<file path="src/rtl/stepper_seq_ctrl_if.sv">
// rtl/stepper_seq_ctrl_if.sv - command/status bundle between the register layer and the stepper sequencer
//
// Purpose: groups the move command inputs and the coil/status outputs of stepper_seq_ctrl.
// Signals:
//   start, stop          move control pulses (master -> slave)
//   dir, half_mode       direction and step mode, latched at start
//   hold_en              keep coils energised while idle (live)
//   period_cycles        clk cycles per step (0 = default period)
//   steps_req            steps to move (0 = continuous)
//   coil_out, phase      coil drive pattern and phase index (slave -> master)
//   busy, done           move in progress / end-of-move pulse
//   step_pulse           one-cycle pulse per phase advance
//   steps_left           remaining steps of a counted move
interface stepper_seq_ctrl_if #(
  parameter int CNT_W  = 24,
  parameter int STEP_W = 16
);
  logic              start;
  logic              stop;
  logic              dir;
  logic              half_mode;
  logic              hold_en;
  logic [CNT_W-1:0]  period_cycles;
  logic [STEP_W-1:0] steps_req;
  logic [3:0]        coil_out;
  logic [2:0]        phase;
  logic              busy;
  logic              done;
  logic              step_pulse;
  logic [STEP_W-1:0] steps_left;

  modport master (
    output start, stop, dir, half_mode, hold_en, period_cycles, steps_req,
    input  coil_out, phase, busy, done, step_pulse, steps_left
  );

  modport slave (
    input  start, stop, dir, half_mode, hold_en, period_cycles, steps_req,
    output coil_out, phase, busy, done, step_pulse, steps_left
  );
endinterface

</file>
<file path="src/rtl/stepper_seq_ctrl.sv">
// rtl/stepper_seq_ctrl.sv - bipolar stepper sequencer with full/half step, counted and continuous moves
//
// Purpose: advances an 8-entry coil phase table at a programmable rate in either direction,
//   for a counted number of steps or until stopped, and drives the H-bridge coil pins.
// Ports:
//   clk    system clock
//   rst_n  asynchronous active-low reset
//   bus    stepper_seq_ctrl_if.slave (command inputs, coil and status outputs)
module stepper_seq_ctrl #(
  parameter int CNT_W      = 24,
  parameter int STEP_W     = 16,
  parameter int DEF_PERIOD = 500000
) (
  input  logic              clk,
  input  logic              rst_n,
  stepper_seq_ctrl_if.slave bus
);

  typedef enum logic [1:0] {S_IDLE, S_RUN, S_DONE} state_t;

  state_t            r_state;
  state_t            w_state_nxt;
  logic [2:0]        r_phase;
  logic              r_dir;
  logic              r_half;
  logic              r_counted;
  logic              r_moved;
  logic              r_step_pulse;
  logic [CNT_W-1:0]  r_period;
  logic [CNT_W-1:0]  r_tick;
  logic [STEP_W-1:0] r_steps_left;

  logic              w_step;
  logic              w_last;
  logic              w_busy;
  logic [2:0]        w_stride;
  logic [2:0]        w_phase_nxt;
  logic [3:0]        w_pattern;

  assign w_busy = (r_state == S_RUN);
  assign w_step = w_busy && ((r_tick + CNT_W'(1)) == r_period);
  assign w_last = r_counted && (r_steps_left == STEP_W'(1));

  // Full mode from an odd phase takes a single step to get back onto even indices.
  assign w_stride    = (r_half || r_phase[0]) ? 3'd1 : 3'd2;
  // 3-bit arithmetic gives the mod-8 wrap in both directions.
  assign w_phase_nxt = r_dir ? (r_phase - w_stride) : (r_phase + w_stride);

  always_ff @(posedge clk or negedge rst_n) begin
    if (!rst_n) begin
      r_state <= S_IDLE;
    end else begin
      r_state <= w_state_nxt;
    end
  end

  // Stop has priority over a coincident step; start is only honoured in IDLE.
  always_comb begin
    w_state_nxt = r_state;
    case (r_state)
      S_IDLE:  if (bus.start) w_state_nxt = S_RUN;
      S_RUN:   if (bus.stop || (w_step && w_last)) w_state_nxt = S_DONE;
      S_DONE:  w_state_nxt = S_IDLE;
      default: w_state_nxt = S_IDLE;
    endcase
  end

  always_ff @(posedge clk or negedge rst_n) begin
    if (!rst_n) begin
      r_phase      <= 3'd0;
      r_dir        <= 1'b0;
      r_half       <= 1'b0;
      r_counted    <= 1'b0;
      r_moved      <= 1'b0;
      r_step_pulse <= 1'b0;
      r_period     <= CNT_W'(1);
      r_tick       <= '0;
      r_steps_left <= '0;
    end else begin
      r_step_pulse <= 1'b0;
      if (r_state == S_IDLE && bus.start) begin
        r_dir        <= bus.dir;
        r_half       <= bus.half_mode;
        r_period     <= (bus.period_cycles == '0) ? CNT_W'(DEF_PERIOD) : bus.period_cycles;
        r_counted    <= (bus.steps_req != '0);
        r_steps_left <= bus.steps_req;
        r_tick       <= '0;
        r_moved      <= 1'b1;
      end else if (w_busy && !bus.stop) begin
        if (w_step) begin
          r_phase      <= w_phase_nxt;
          r_step_pulse <= 1'b1;
          r_tick       <= '0;
          if (r_counted) r_steps_left <= r_steps_left - STEP_W'(1);
        end else begin
          r_tick <= r_tick + CNT_W'(1);
        end
      end
    end
  end

  always_comb begin
    w_pattern = 4'b0000;
    case (r_phase)
      3'd0: w_pattern = 4'b0101;
      3'd1: w_pattern = 4'b0111;
      3'd2: w_pattern = 4'b0110;
      3'd3: w_pattern = 4'b1110;
      3'd4: w_pattern = 4'b1010;
      3'd5: w_pattern = 4'b1011;
      3'd6: w_pattern = 4'b1001;
      3'd7: w_pattern = 4'b1101;
      default: w_pattern = 4'b0000;
    endcase
  end

  // Coils stay dark after reset until a move has actually been started.
  assign bus.coil_out   = (r_moved && (w_busy || bus.hold_en)) ? w_pattern : 4'b0000;
  assign bus.phase      = r_phase;
  assign bus.busy       = w_busy;
  assign bus.done       = (r_state == S_DONE);
  assign bus.step_pulse = r_step_pulse;
  assign bus.steps_left = r_steps_left;

endmodule

</file>
<file path="src/flat_wrapper.sv">
// flat-port wrapper written by rule: the top's interface ports become plain ports
module stepper_seq_ctrl_flat 
#(
  parameter int CNT_W      = 24,
  parameter int STEP_W     = 16,
  parameter int DEF_PERIOD = 500000
)
  (clk, rst_n, bus_start, bus_stop, bus_dir, bus_half_mode, bus_hold_en, bus_period_cycles, bus_steps_req, bus_coil_out, bus_phase, bus_busy, bus_done, bus_step_pulse, bus_steps_left);
  stepper_seq_ctrl_if #(.CNT_W(CNT_W), .STEP_W(STEP_W)) bus_i ();
  input  logic clk;
  input  logic rst_n;
  input wire logic [$bits(bus_i.start)-1:0] bus_start;
  input wire logic [$bits(bus_i.stop)-1:0] bus_stop;
  input wire logic [$bits(bus_i.dir)-1:0] bus_dir;
  input wire logic [$bits(bus_i.half_mode)-1:0] bus_half_mode;
  input wire logic [$bits(bus_i.hold_en)-1:0] bus_hold_en;
  input wire logic [$bits(bus_i.period_cycles)-1:0] bus_period_cycles;
  input wire logic [$bits(bus_i.steps_req)-1:0] bus_steps_req;
  output wire logic [$bits(bus_i.coil_out)-1:0] bus_coil_out;
  output wire logic [$bits(bus_i.phase)-1:0] bus_phase;
  output wire logic [$bits(bus_i.busy)-1:0] bus_busy;
  output wire logic [$bits(bus_i.done)-1:0] bus_done;
  output wire logic [$bits(bus_i.step_pulse)-1:0] bus_step_pulse;
  output wire logic [$bits(bus_i.steps_left)-1:0] bus_steps_left;
  assign bus_i.start = bus_start;
  assign bus_i.stop = bus_stop;
  assign bus_i.dir = bus_dir;
  assign bus_i.half_mode = bus_half_mode;
  assign bus_i.hold_en = bus_hold_en;
  assign bus_i.period_cycles = bus_period_cycles;
  assign bus_i.steps_req = bus_steps_req;
  assign bus_coil_out = bus_i.coil_out;
  assign bus_phase = bus_i.phase;
  assign bus_busy = bus_i.busy;
  assign bus_done = bus_i.done;
  assign bus_step_pulse = bus_i.step_pulse;
  assign bus_steps_left = bus_i.steps_left;
  stepper_seq_ctrl #(.CNT_W(CNT_W), .STEP_W(STEP_W), .DEF_PERIOD(DEF_PERIOD)) u_core (.clk(clk), .rst_n(rst_n), .bus(bus_i));
endmodule
</file>
<file path="config.mk">
export PLATFORM = sky130hd
export DESIGN_NAME = stepper_seq_ctrl_flat
export DESIGN_NICKNAME = d
export VERILOG_FILES = /design/src/rtl/stepper_seq_ctrl_if.sv /design/src/rtl/stepper_seq_ctrl.sv /design/src/flat_wrapper.sv
export SDC_FILE = /design/constraint.sdc
export NUM_CORES = 1
export LEC_CHECK = 0
export ABC_AREA = 1
export CAP_MARGIN = 20
export CORE_AREA = 3 3 108 84
export CTS_BUF_LIST = sky130_fd_sc_hd__clkbuf_4
export DETAILED_ROUTE_END_ITERATION = 8
export DIE_AREA = 0 0 111 87
export PLACE_DENSITY_LB_ADDON = 0.12
export SYNTH_ARGS = -nofsm -noshare
export SYNTH_HDL_FRONTEND = slang
export SYNTH_SLANG_ARGS = --single-unit
</file>
<file path="constraint.sdc">
create_clock -name clk -period 4.05 [get_ports clk]
set_clock_uncertainty 0.15 [all_clocks]
set_input_delay 0.81 -clock clk [delete_from_list [all_inputs] [get_ports clk]]
set_output_delay 0.81 -clock clk [all_outputs]
set_load 0.03 [all_outputs]
</file>
==> results.py <==
metrics = {
    "run_status": {
        "status": "finished, final reports clean",
    },
    "critical_path": {
        "crit_path_start_kind": "input port",
        "critical_path_class": "input port to output port",
        "max_stage_delay_ps": 730,
        "crit_start": "bus_hold_en",
        "crit_family": "buffers and inverters",
        "reg2reg_to": "u_core.r_tick[6]$_DFFE_PN0P_",
        "worst_setup_path_end_kind": "output port",
        "r2r_cells": 14,
        "cp-endpoint": "bus_coil_out[0]",
        "cp_max_fo": 4,
        "crit_required_ps": 3090,
        "crit_path_frequent_cell": "clkdlybuf4s50_1",
        "r2r_slack_ps": 1020,
        "crit_slowest_cell": "clkdlybuf4s50_1",
        "worstReg2RegStart": "u_core.r_tick[0]$_DFFE_PN0P_",
        "crit_chain": "clkdlybuf4s50_1, o21ai_0, a211oi_1, clkdlybuf4s50_1",
        "cp.depth": 4,
        "crit_buf_inv": 2,
        "worstPathArrival_ps": 2420,
    },
    "power_and_ir_drop": {
        "switchingPower_w": 0.00152,
        "sw_frac_of_total": 0.458,
        "power_frac_comb": 0.481,
        "p_leak_nw": 2.64,
        "fin_total_pwr_w": 0.00332,
        "clockPowerShare": 0.137,
        "peakVddDrop_uv": 448,
        "p_int_w": 0.00180,
        "powerDensity_nw_per_um2": 581,
        "pwr-share-seq": 0.383,
    },
    "run": {
        "max-cap-violations": 0,
    },
    "final_layout": {
        "diodes": 0,
        "stdcell_area_um2": 5720,
        "layout-drive-gt1-share": 0.0500,
        "stdcell_count": 885,
        "postLayoutCoreUtil": 0.719,
        "nNetsFinal": 826,
        "syn_to_final_growth_pct": 19.6,
    },
    "timing": {
        "finalCritPeriodShare": 0.836,
        "fmax_mhz": 296,
        "slew_viol_final": 0,
        "fin_tns_setup_ps": 0,
        "finalSetupViolCount": 0,
        "rsz0062_at_grt": "no",
        "hold_viol": 0,
        "fin_crit_ps": 3380,
        "relSlewSlack": 0.353,
        "worst_pin_slew_ps": 970,
    },
    "global_route": {
        "grt_use_total": 0.277,
        "antenna_found_initial": 0,
        "grt_max_degree": 75,
        "first_global_vias": 4530,
        "grt-ovfl-total": 0,
        "grt_pass1_wl_mm": 21.4,
    },
    "floorplan": {
        "die-width_um": 111,
        "initial_core_util": 0.601,
        "fp-row-count": 28,
        "dieHeight_um": 87,
        "core_region_area_um2": 7950,
        "num_io_pins": 73,
        "dieArea_um2": 9660,
    },
    "synthesis": {
        "synth_seq_cells": 74,
        "netlist_area_um2": 4780,
        "synth_edf_count": 0,
        "syn_inst": 705,
        "yosys_most_used_dff": "dfrtp_1",
        "synth_nets": 756,
        "synthArstFlopShare": 1.00,
        "yosys_warnings": 0,
        "yosysUniqueCellTypes": 41,
        "ys_seq_area_frac": 0.388,
        "syn_avg_cell_area_um2": 6.78,
    },
    "cts": {
        "cts_tree": "built",
        "cts-resized-gates": 0,
        "post_cts_buffers": 0,
        "ctsHoldBuffers": 0,
        "insertion_delay_ps": 450,
        "clk_path_buf_depth": 2,
        "clk_pin_slew_worst_paths_ps": 110,
        "cts.sinks": 74,
        "cts_max_level": 3,
        "cts_buffers": 9,
        "root_buffer": "clkbuf_4",
    },
    "drt": {
        "first_pass_iters": 5,
        "routed_via_density": 5.64,
        "ant_nets": 0,
        "post-route-drc-count": 0,
        "detail_route.iter0.violations": 520,
        "postRouteWirelength_mm": 13.1,
        "wl_per_cell_um": 14.8,
        "route.vias.total": 4987,
    },
    "place": {
        "post-dp-hpwl_mm": 9.71,
        "portBuffers": 72,
        "place_congestion": 0.889,
        "place_inst": 869,
        "postPlaceCellArea_um2": 5590,
    },
    "worst_hold_path": {
        "hold_class": "input port to asynchronous set/reset pin",
    },
}
cells in the final DEF, fill, tap and decap left out, drive strengths merged, types with 6 or more instances in the layout:
| cell type | n |
|---|---|
| nand3 | 70 |
| clkbuf | 11 |
| nor4 | 6 |
| dfrtp | 73 |
| o21ai | 56 |
| inv | 87 |
| nand4 | 16 |
| clkdlybuf4s50 | 71 |
| a21oi | 18 |
| nor2 | 79 |
| nand2 | 235 |
| a31oi | 6 |
synthesized netlist by cell type (2+ instances only):
master / n / area [µm²]
a211oi_1: 2 / 15.0
a21oi_1: 18 / 90.1
a22oi_1: 3 / 22.5
a31oi_1: 6 / 37.5
buf_2: 2 / 10.0
clkbuf_1: 13 / 48.8
dfrtp_1: 73 / 1830
ha_1: 3 / 37.5
inv_1: 87 / 327
nand2_1: 231 / 867
nand2_2: 3 / 18.8
nand3_1: 68 / 340
nand3b_1: 3 / 22.5
nand4_1: 16 / 100
nor2_1: 68 / 255
nor2_2: 4 / 25.0
nor2_4: 7 / 78.8
nor3_1: 5 / 25.0
nor4_1: 6 / 37.5
o21a_1: 2 / 15.0
o21ai_0: 52 / 260
o21ai_1: 3 / 15.0
o22ai_1: 4 / 25.0
or2_2: 2 / 12.5
xnor2_1: 4 / 35.0
xnor3_1: 2 / 45.0
xor2_1: 4 / 35.0
sequential cells by signal, indices dropped and copies added (netlist names):
signal / count
u_core.bus.step_pulse: 1
u_core.r_counted: 1
u_core.r_tick: 24
u_core.r_moved: 1
u_core.bus.phase: 3
u_core.r_half: 1
u_core.r_period: 24
u_core.bus.steps_left: 16
u_core.r_state: 2
u_core.r_dir: 1
cell families after synthesis:
group,share of synthesized area
xor gates and xnor gates,0.0241
adders and majority gates,0.0120
buffers and inverters,0.0846
AOI/OAI and AO/OA,0.109
and+or+nand+nor,0.382
DFF,0.388
worst min-delay path by stage:
stage                                           from                         endpoint  slack (ps)  depth (start not counted)
after CTS                 u_core.r_moved$_DFFE_PN0P_       u_core.r_moved$_DFFE_PN0P_         350                          1
after floorplan           u_core.r_moved$_DFFE_PN0P_       u_core.r_moved$_DFFE_PN0P_         280                          1
after global routing                           rst_n  u_core.r_period[19]$_DFFE_PN0P_         380                          1
after global placement    u_core.r_moved$_DFFE_PN0P_       u_core.r_moved$_DFFE_PN0P_         300                          1
final                                          rst_n    u_core.r_tick[17]$_DFFE_PN0P_         340                          1
after detailed placement  u_core.r_moved$_DFFE_PN0P_       u_core.r_moved$_DFFE_PN0P_         320                          1
stage by stage:
step                      hold WS (ps)  setup slack (ps)
after floorplan                    282              1140
after global placement             299               783
after detailed placement           319               655
after CTS                          345               651
after global routing               377               576
final                              340               666
final cells by class:
class | instances | area [µm²]
clock inverters | 5 | 45.0
flip-flops and latches | 74 | 1850
fillers | 674 | 2240
clock buffers | 11 | 82.6
multi-input cells | 526 | 2520
inverters | 88 | 330
well taps | 105 | 131
repair buffers | 76 | 748
power groups by stage:
stage / sequential, W / combinational (W) / clock, W
after floorplan: 0.00134 / 0.000986 / 0
after CTS: 0.00126 / 0.00159 / 0.000459
after global routing: 0.00131 / 0.00179 / 0.000491
after detailed placement: 0.00128 / 0.00158 / 0
final: 0.00127 / 0.00160 / 0.000454
after global placement: 0.00127 / 0.00153 / 0
worst reg2reg max path, stage by stage (launching register included):
cell	delay, ps
dfrtp_1	450
ha_1	230
nand2_1	130
nor2_4	230
nand2_1	80
nor2_1	240
nand3_1	130
nand2_1	120
nand2_1	60
nand2_1	50
nand2_1	50
nor2_1	110
nand2_1	120
o21ai_1	600
o21ai_0	170
routing by layer:
layer	GRT usage	vias to the layer above	share of wire	wire, µm
met5	0	-	0	0
met4	0.0727	0	0.011	146
met3	0.0653	17	0.092	1210
met2	0.442	229	0.45	5920
met1	0.385	2319	0.44	5810
li1	-	2422	-	-
Power figures use the tool's default switching activity.
